--- src/rtl/id_ex_pipe_stage.sv ---
// =============================================================================
// Module      : id_ex_pipe_stage
// Description : Elastic ID->EX pipeline stage with main + skid buffer and flush.
//               Optional perf counters enabled by defining ID_EX_PERF_CNT_EN.
// Revision    : 1.0 - initial release
// =============================================================================
`default_nettype none

module id_ex_pipe_stage #(
    parameter int DATA_W        = 70,
    parameter bit CLEAR_PAYLOAD = 1'b1
`ifdef ID_EX_PERF_CNT_EN
    ,
    parameter int CNT_W         = 32
`endif
) (
    input  logic              clk,
    input  logic              rst,
    input  logic              flush,
    input  logic              in_valid,
    output logic              in_ready,
    input  logic [DATA_W-1:0] in_data,
    output logic              out_valid,
    input  logic              out_ready,
    output logic [DATA_W-1:0] out_data
`ifdef ID_EX_PERF_CNT_EN
    ,
    output logic [CNT_W-1:0]  stall_cnt,
    output logic [CNT_W-1:0]  bubble_cnt
`endif
);

    typedef enum logic [1:0] {
        ST_EMPTY = 2'd0,
        ST_BUSY  = 2'd1,
        ST_FULL  = 2'd2
    } state_t;

    state_t            state_q, state_d;
    logic [DATA_W-1:0] main_q,  main_d;
    logic [DATA_W-1:0] skid_q,  skid_d;
    logic              w_in_fire;
    logic              w_out_fire;

    // Handshake outputs are pure decodes of the state flop: no in->out comb path.
    assign in_ready   = (state_q != ST_FULL);
    assign out_valid  = (state_q != ST_EMPTY);
    assign out_data   = main_q;
    assign w_in_fire  = in_valid & in_ready;
    assign w_out_fire = out_valid & out_ready;

    always_comb begin
        state_d = state_q;
        main_d  = main_q;
        skid_d  = skid_q;
        case (state_q)
            ST_EMPTY: begin
                if (w_in_fire) begin
                    main_d  = in_data;
                    state_d = ST_BUSY;
                end
            end
            ST_BUSY: begin
                if (w_in_fire && w_out_fire) begin
                    main_d = in_data;
                end else if (w_out_fire) begin
                    state_d = ST_EMPTY;
                end else if (w_in_fire) begin
                    skid_d  = in_data;
                    state_d = ST_FULL;
                end
            end
            ST_FULL: begin
                if (w_out_fire) begin
                    main_d  = skid_q;
                    state_d = ST_BUSY;
                end
            end
            default: state_d = ST_EMPTY;
        endcase

        // Flush overrides everything; any beat offered this cycle is dropped.
        if (flush) begin
            state_d = ST_EMPTY;
            if (CLEAR_PAYLOAD) begin
                main_d = '0;
                skid_d = '0;
            end else begin
                main_d = main_q;
                skid_d = skid_q;
            end
        end
    end

    always_ff @(posedge clk) begin
        if (rst) begin
            state_q <= ST_EMPTY;
            main_q  <= '0;
            skid_q  <= '0;
        end else begin
            state_q <= state_d;
            main_q  <= main_d;
            skid_q  <= skid_d;
        end
    end

`ifdef ID_EX_PERF_CNT_EN
    logic [CNT_W-1:0] stall_cnt_q,  stall_cnt_d;
    logic [CNT_W-1:0] bubble_cnt_q, bubble_cnt_d;

    // Saturating counters; flush does not clear them, only rst does.
    always_comb begin
        stall_cnt_d  = stall_cnt_q;
        bubble_cnt_d = bubble_cnt_q;
        if (out_valid && !out_ready && (stall_cnt_q != {CNT_W{1'b1}})) begin
            stall_cnt_d = stall_cnt_q + CNT_W'(1);
        end
        if (!out_valid && (bubble_cnt_q != {CNT_W{1'b1}})) begin
            bubble_cnt_d = bubble_cnt_q + CNT_W'(1);
        end
    end

    always_ff @(posedge clk) begin
        if (rst) begin
            stall_cnt_q  <= '0;
            bubble_cnt_q <= '0;
        end else begin
            stall_cnt_q  <= stall_cnt_d;
            bubble_cnt_q <= bubble_cnt_d;
        end
    end

    assign stall_cnt  = stall_cnt_q;
    assign bubble_cnt = bubble_cnt_q;
`endif

endmodule

`default_nettype wire
--- config.mk ---
export PLATFORM = sky130hd
export DESIGN_NAME = id_ex_pipe_stage
export DESIGN_NICKNAME = d
export VERILOG_FILES = /design/src/rtl/id_ex_pipe_stage.sv
export SDC_FILE = /design/constraint.sdc
export NUM_CORES = 1
export LEC_CHECK = 0
export BUFFER_PORTS_ARGS = -buffer_cell sky130_fd_sc_hd__buf_2
export CORE_AREA = 2 2 123 125
export DETAILED_ROUTE_END_ITERATION = 6
export DIE_AREA = 0 0 125 127
export GPL_TIMING_DRIVEN = 0
export PLACE_DENSITY = 0.75
export SLEW_MARGIN = 20
export SYNTH_ARGS = -nofsm -noshare
export SYNTH_HDL_FRONTEND = slang
export SYNTH_SLANG_ARGS = --single-unit
export TNS_END_PERCENT = 5
--- constraint.sdc ---
create_clock -name clk -period 2.6 [get_ports clk]
set_input_delay 0.26 -clock clk [delete_from_list [all_inputs] [get_ports clk]]
set_output_delay 0.26 -clock clk [all_outputs]
set_load 0.05 [all_outputs]
==> impl_metrics.py, run 1 <==
metrics = {
    "grt": {
        "grt_pass1_vias": 5233,
        "grt_usage_pct": 21.5,
        "grt_overflow_total": 0,
        "antenna_found_initial": 0,
        "grt_pass1_wl_mm": 27.4,
        "grt_max_degree": 17,
    },
    "floorplanning": {
        "ios": 147,
        "chipWidth_um": 125,
        "fp.dieArea_um2": 15900,
        "core_area_um2": 14400,
        "initial_core_util_pct": 44.2,
        "die_y_um": 127,
        "rows": 44,
    },
    "job": {
        "maxCapViolations": 0,
    },
    "clock_tree": {
        "cts_root_buffer": "clkbuf_16",
        "cts_tree": "done",
        "cts_resized": 0,
        "cts.sinks": 142,
        "cts_hold_buf": 0,
        "clk_path_buf_depth": 2,
        "htreeDepth": 4,
        "cts_setup_buffers": 0,
        "numCtsBuffers": 17,
        "path_clk_slew_ns": 0.06,
        "clk_latency_ns": 0.42,
    },
    "pwr": {
        "power_mw": 5.71,
        "p_leak_nw": 3.47,
        "p_int_mw": 4.29,
        "power_switching_mw": 1.42,
        "p_per_area_nw_per_um2": 714,
        "combPwrFrac_pct": 12.5,
        "switching_share_pct": 24.9,
        "max-vdd-ir-drop_mv": 0.586,
        "clkPwrFrac_pct": 47.7,
        "share_seq_of_total_power_pct": 39.8,
    },
    "final_layout": {
        "final_util_pct": 55.5,
        "antenna_cells": 0,
        "multi_input_area_um2": 3100,
        "regArea_um2": 2840,
        "fin_cells": 1012,
        "fin_nets": 891,
        "drive_gt1_share_pct": 34.1,
        "fill_cells": 1280,
        "areaGrowthSynthToFinish_pct": 25.4,
    },
    "routing": {
        "drtPass1Iterations": 5,
        "drc": 0,
        "drtIter0Drc": 363,
        "vias": 5436,
        "wl_per_cell_um": 16.8,
        "post_drt_via_cell_ratio": 5.37,
        "antenna_left": 0,
        "routed_wl_mm": 17.0,
    },
    "setup_path": {
        "timing.rr.start": "state_q[1]",
        "r2r_slack_ns": 0.91,
        "rr_endpoint": "out_data[12]",
        "cp_max_fo": 10,
        "startpoint": "state_q[0]",
        "crit_path_end": "in_ready",
        "required_ns": 2.34,
        "worstRegToRegCells": 5,
        "worstSetupStartpointType": "flip-flop",
        "cp.arrival_ns": 1.85,
        "path_class": "flip-flop to output pin",
        "cp-end-kind": "output pin",
    },
    "placed_design": {
        "port_buffers": 146,
        "placedCellCount": 981,
        "gp_congestion": 0.779,
        "dpl.hpwl_mm": 11.5,
    },
    "synth": {
        "synth_nets": 726,
        "synth_area_um2": 6380,
        "syn_inst": 651,
        "synth_edf_count": 0,
        "avgSynthCellArea_um2": 9.80,
        "seq_area_frac_synth_pct": 44.6,
        "netlist-cell-type-count": 23,
        "synth_seq_cells": 142,
        "ys.flop_type": "dfxtp_1",
        "ys_async_sr_fraction_pct": 0,
        "yosysWarnings": 0,
    },
    "outcome": {
        "outcome": "completed",
    },
    "hold_path": {
        "worstHoldPathType": "input pin to flip-flop",
    },
    "sta": {
        "max_freq_mhz": 475,
        "finalMaxSlewViolations": 0,
        "setup_viol": 0,
        "fin_crit_ns": 2.11,
        "fin_crit_sh_pct": 81.0,
        "timing.slew.headroom_pct": 47.4,
        "finClkSkew_ns": 0.00605,
        "grt_setup_unrepaired": "false",
        "tightestPinTransition_ns": 0.789,
        "fin_setup_tns_ns": 0,
        "finalHoldViolations": 0,
    },
}
## cell usage after synthesis (2+ instances only)
cell | n | area share [%]
dfxtp_1 | 142 | 45
nand2_1 | 141 | 8.3
a21oi_1 | 71 | 5.6
a211oi_1 | 70 | 8.2
a211oi_2 | 70 | 14
mux2i_1 | 70 | 11
clkbuf_1 | 36 | 2.1
buf_2 | 26 | 2.0
buf_12 | 7 | 2.2
a21o_1 | 2 | 0.24
buf_6 | 2 | 0.35
nand2b_1 | 2 | 0.20
or2_1 | 2 | 0.20
## through the flow
stage | cell area [um^2] | hold slack (ns) | setup slack (ns)
CTS | 8000 | 0.0684 | 0.480
global placement | 7340 | 0.440 | 0.756
finish | 8000 | 0.0886 | 0.494
floorplan | 6380 | 0.396 | 1.11
detailed placement | 7340 | 0.446 | 0.768
global route | 8000 | 0.0688 | 0.380
## worst min path at each step
stage / end / startpoint / depth (start not counted)
3_5_place_dp: skid_q[65] / skid_q[65] / 2
2_1_floorplan: skid_q[0] / in_data[0] / 2
6_report: skid_q[23] / in_data[23] / 3
3_3_place_gp: skid_q[46] / skid_q[46] / 2
4_1_cts: skid_q[45] / in_data[45] / 3
5_1_grt: skid_q[45] / in_data[45] / 3
## cells in the final DEF (no fill, tap or decap), types with 2 or more instances in the layout
master / n
buf_2: 172
clkbuf_16: 17
bufinv_16: 6
dfxtp_1: 142
or2_1: 2
nand2_1: 141
a21o_1: 2
mux2i_1: 70
a211oi_1: 70
clkinvlp_4: 2
a21oi_1: 71
clkbuf_1: 38
nand2b_1: 2
clkinv_2: 2
a211oi_2: 70
buf_12: 7
buf_6: 2
## state kept, by name (all words and copies together) (netlist names)
| register | cells |
|---|---|
| out_data | 70 |
| state_q | 2 |
| skid_q | 70 |
## routing by layer
metal  share of wire, %  routed length, um  track usage (%)
met2                 48               8120             33.9
met4               0.58                 98             5.62
met5                  0                  0                0
met3                5.6                952             5.99
met1                 46               7870             29.1
## layout make-up
class,instances,share of cell area (%)
buffer,72,5.44
clock buffer,20,5.58
clock inverter,11,2.67
multi-input combinational,437,38.8
sequential,142,35.5
tap,184,2.88
timing repair buffer,146,9.13
## power by group through the flow
stage / sequential, mW / combinational [mW] / clock (mW)
detailed placement: 2.32 / 0.716 / 0
finish: 2.27 / 0.716 / 2.72
floorplan: 2.49 / 0.337 / 0
global placement: 2.32 / 0.712 / 0
CTS: 2.27 / 0.719 / 2.77
global route: 2.28 / 0.763 / 2.89
## worst max-delay path: stages, from the launching register on
cell and delay, ns:
dfxtp_1 0.42, nand2b_1 0.13, buf_4 0.21, buf_2 0.33, buf_2 0.33
## kinds of logic (layout without fill, tap and decap cells)
logic type	count (synthesis)	after routing	share of synthesized area [%]
compound gates	215	215	28.1
simple gates	152	152	9.55
flops	142	142	44.6
buf+inv	72	249	6.83
mux	70	70	11.0
(Power assumes the default switching activity.)
==> run 2: changes to the inputs <==
Settings changed: PLACE_DENSITY 0.75 to 0.78.
Clock period 2.6 ns to 1.7 ns, I/O delays scaled along.
==> run 2 against run 1 <==
Final cell count is 4.8% higher; register-to-register slack lost 0.87 ns; worst hold slack got worse by 0.076 ns; clock power up 39%; highest routed layer unchanged; first-iteration DRC count grew 2.5%.
==> impl_metrics.py, run 2 (synthesized netlist as in run 1, its figures left out) <==
metrics = {
    "floorplanning": {
        "die_y_um": 127,
        "rows": 44,
        "fp.dieArea_um2": 15900,
        "core_area_um2": 14400,
        "initial_core_util_pct": 44.2,
        "ios": 147,
        "chipWidth_um": 125,
    },
    "grt": {
        "grt_pass1_wl_mm": 28.1,
        "grt_max_degree": 17,
        "antenna_found_initial": 1,
        "grt_overflow_total": 0,
        "grt_usage_pct": 22.0,
        "grt_pass1_vias": 5540,
    },
    "placed_design": {
        "gp_congestion": 0.768,
        "dpl.hpwl_mm": 11.6,
        "placedCellCount": 981,
        "port_buffers": 146,
        "placedInstanceArea_um2": 7340,
    },
    "setup_path": {
        "cp-end-kind": "flip-flop",
        "required_ns": 2.04,
        "cp_max_fo": 10,
        "worstSetupStartpointType": "flip-flop",
        "cp.arrival_ns": 2.00,
        "path_class": "flip-flop to flip-flop",
    },
    "sta": {
        "finalHoldViolations": 0,
        "grt_setup_unrepaired": "true",
        "tightestPinTransition_ns": 0.825,
        "finalMaxSlewViolations": 0,
        "hold_ws_ns": 0.0129,
        "max_freq_mhz": 603,
        "fin_crit_ns": 1.66,
        "finClkSkew_ns": 0.00582,
        "timing.slew.headroom_pct": 45.0,
        "setup_viol": 0,
        "fin_crit_sh_pct": 97.6,
    },
    "pwr": {
        "p_per_area_nw_per_um2": 999,
        "max-vdd-ir-drop_mv": 0.590,
        "power_mw": 8.43,
        "p_leak_nw": 3.67,
    },
    "clock_tree": {
        "numCtsBuffers": 17,
        "cts_tree": "done",
        "path_clk_slew_ns": 0.06,
        "cts_root_buffer": "clkbuf_16",
        "clk_path_buf_depth": 2,
        "htreeDepth": 4,
        "clk_latency_ns": 0.42,
        "cts.sinks": 142,
    },
    "routing": {
        "drc": 0,
        "routed_wl_mm": 17.7,
        "drtIter0Drc": 372,
        "antenna_left": 0,
        "wl_per_cell_um": 16.7,
        "vias": 5722,
        "post_drt_via_cell_ratio": 5.39,
        "drtPass1Iterations": 4,
    },
    "final_layout": {
        "final_util_pct": 58.5,
        "areaGrowthSynthToFinish_pct": 32.3,
        "fin_cells": 1061,
        "fin_nets": 939,
        "finish.instance_area_um2": 8440,
        "drive_gt1_share_pct": 33.2,
        "mostFrequentLayoutCells": "buf_2 (170), nand2_1 (141), dfxtp_1 (141)",
        "layout_commonest_cell": "buf_2",
    },
    "outcome": {
        "outcome": "completed",
    },
    "job": {
        "maxCapViolations": 0,
    },
    "hold_path": {
        "worstHoldPathType": "input pin to flip-flop",
    },
}
[run 2: cell types whose count changed in the layout (fill, tap and decap cells not counted), sizes merged]
cell and delta:
bufinv -3, dlygate4sd3 +48, clkinvlp +3, diode +1
[run 2: worst max-delay path, cell delays in order (launching register included)]
cell	delay (ns)
dfxtp_1	0.37
nor2b_1	0.11
buf_2	0.25
clkbuf_1	0.44
a211oi_1	0.20
a211oi_2	0.21
[run 2: final timing paths]
check / start / end / slack (ns) / cells after the start
setup / recovery: state_q[1] / out_data[15] / 0.04 / 5
hold / removal: in_data[13] / skid_q[13] / 0.01 / 3
setup reg to reg: state_q[1] / out_data[15] / 0.04 / 5
hold reg to reg: skid_q[33] / skid_q[33] / 0.45 / 2
[run 2: per-layer routing]
metal	share of wire (%)	GRT usage, %
met2	48	36.3
met3	5.6	4.27
met5	0	0
met4	1.6	7.91
met1	45	28.9
[run 2: what timing repair did]
item / in CTS / in global routing
setup endpoints to repair: 1 / 138
resized for setup: 5 / 17
endpoints found under the hold margin: 48 / 0
buffers inserted: 0 / 0
pin swaps: 0 / 0
hold buffers: 48 / 0
[run 2: area by class of cell]
| type | count | area, um^2 |
|---|---|---|
| sequential | 142 | 2840 |
| multi-input combinational | 437 | 3100 |
| tap | 184 | 230 |
| buffer | 72 | 455 |
| fill | 1227 | 5980 |
| clock buffer | 20 | 447 |
| antenna | 1 | 2.50 |
| clock inverter | 11 | 143 |
| timing repair buffer | 194 | 1220 |
[run 2: where the power goes]
| part | internal (mW) | switching (mW) |
|---|---|---|
| clock network | 2.33 | 1.44 |
| logic | 0.436 | 0.753 |
| registers | 3.42 | 0.0532 |
[run 2: metrics by stage]
| stage | setup TNS (ns) | setup WS (ns) |
|---|---|---|
| after global routing | -1.77 | -0.0944 |
| after CTS | 0 | 0.00122 |
| after global placement | -0.0716 | -0.0353 |
| after detailed placement | -0.312 | -0.0605 |
| final | 0 | 0.0415 |
| after floorplan | 0 | 0.214 |
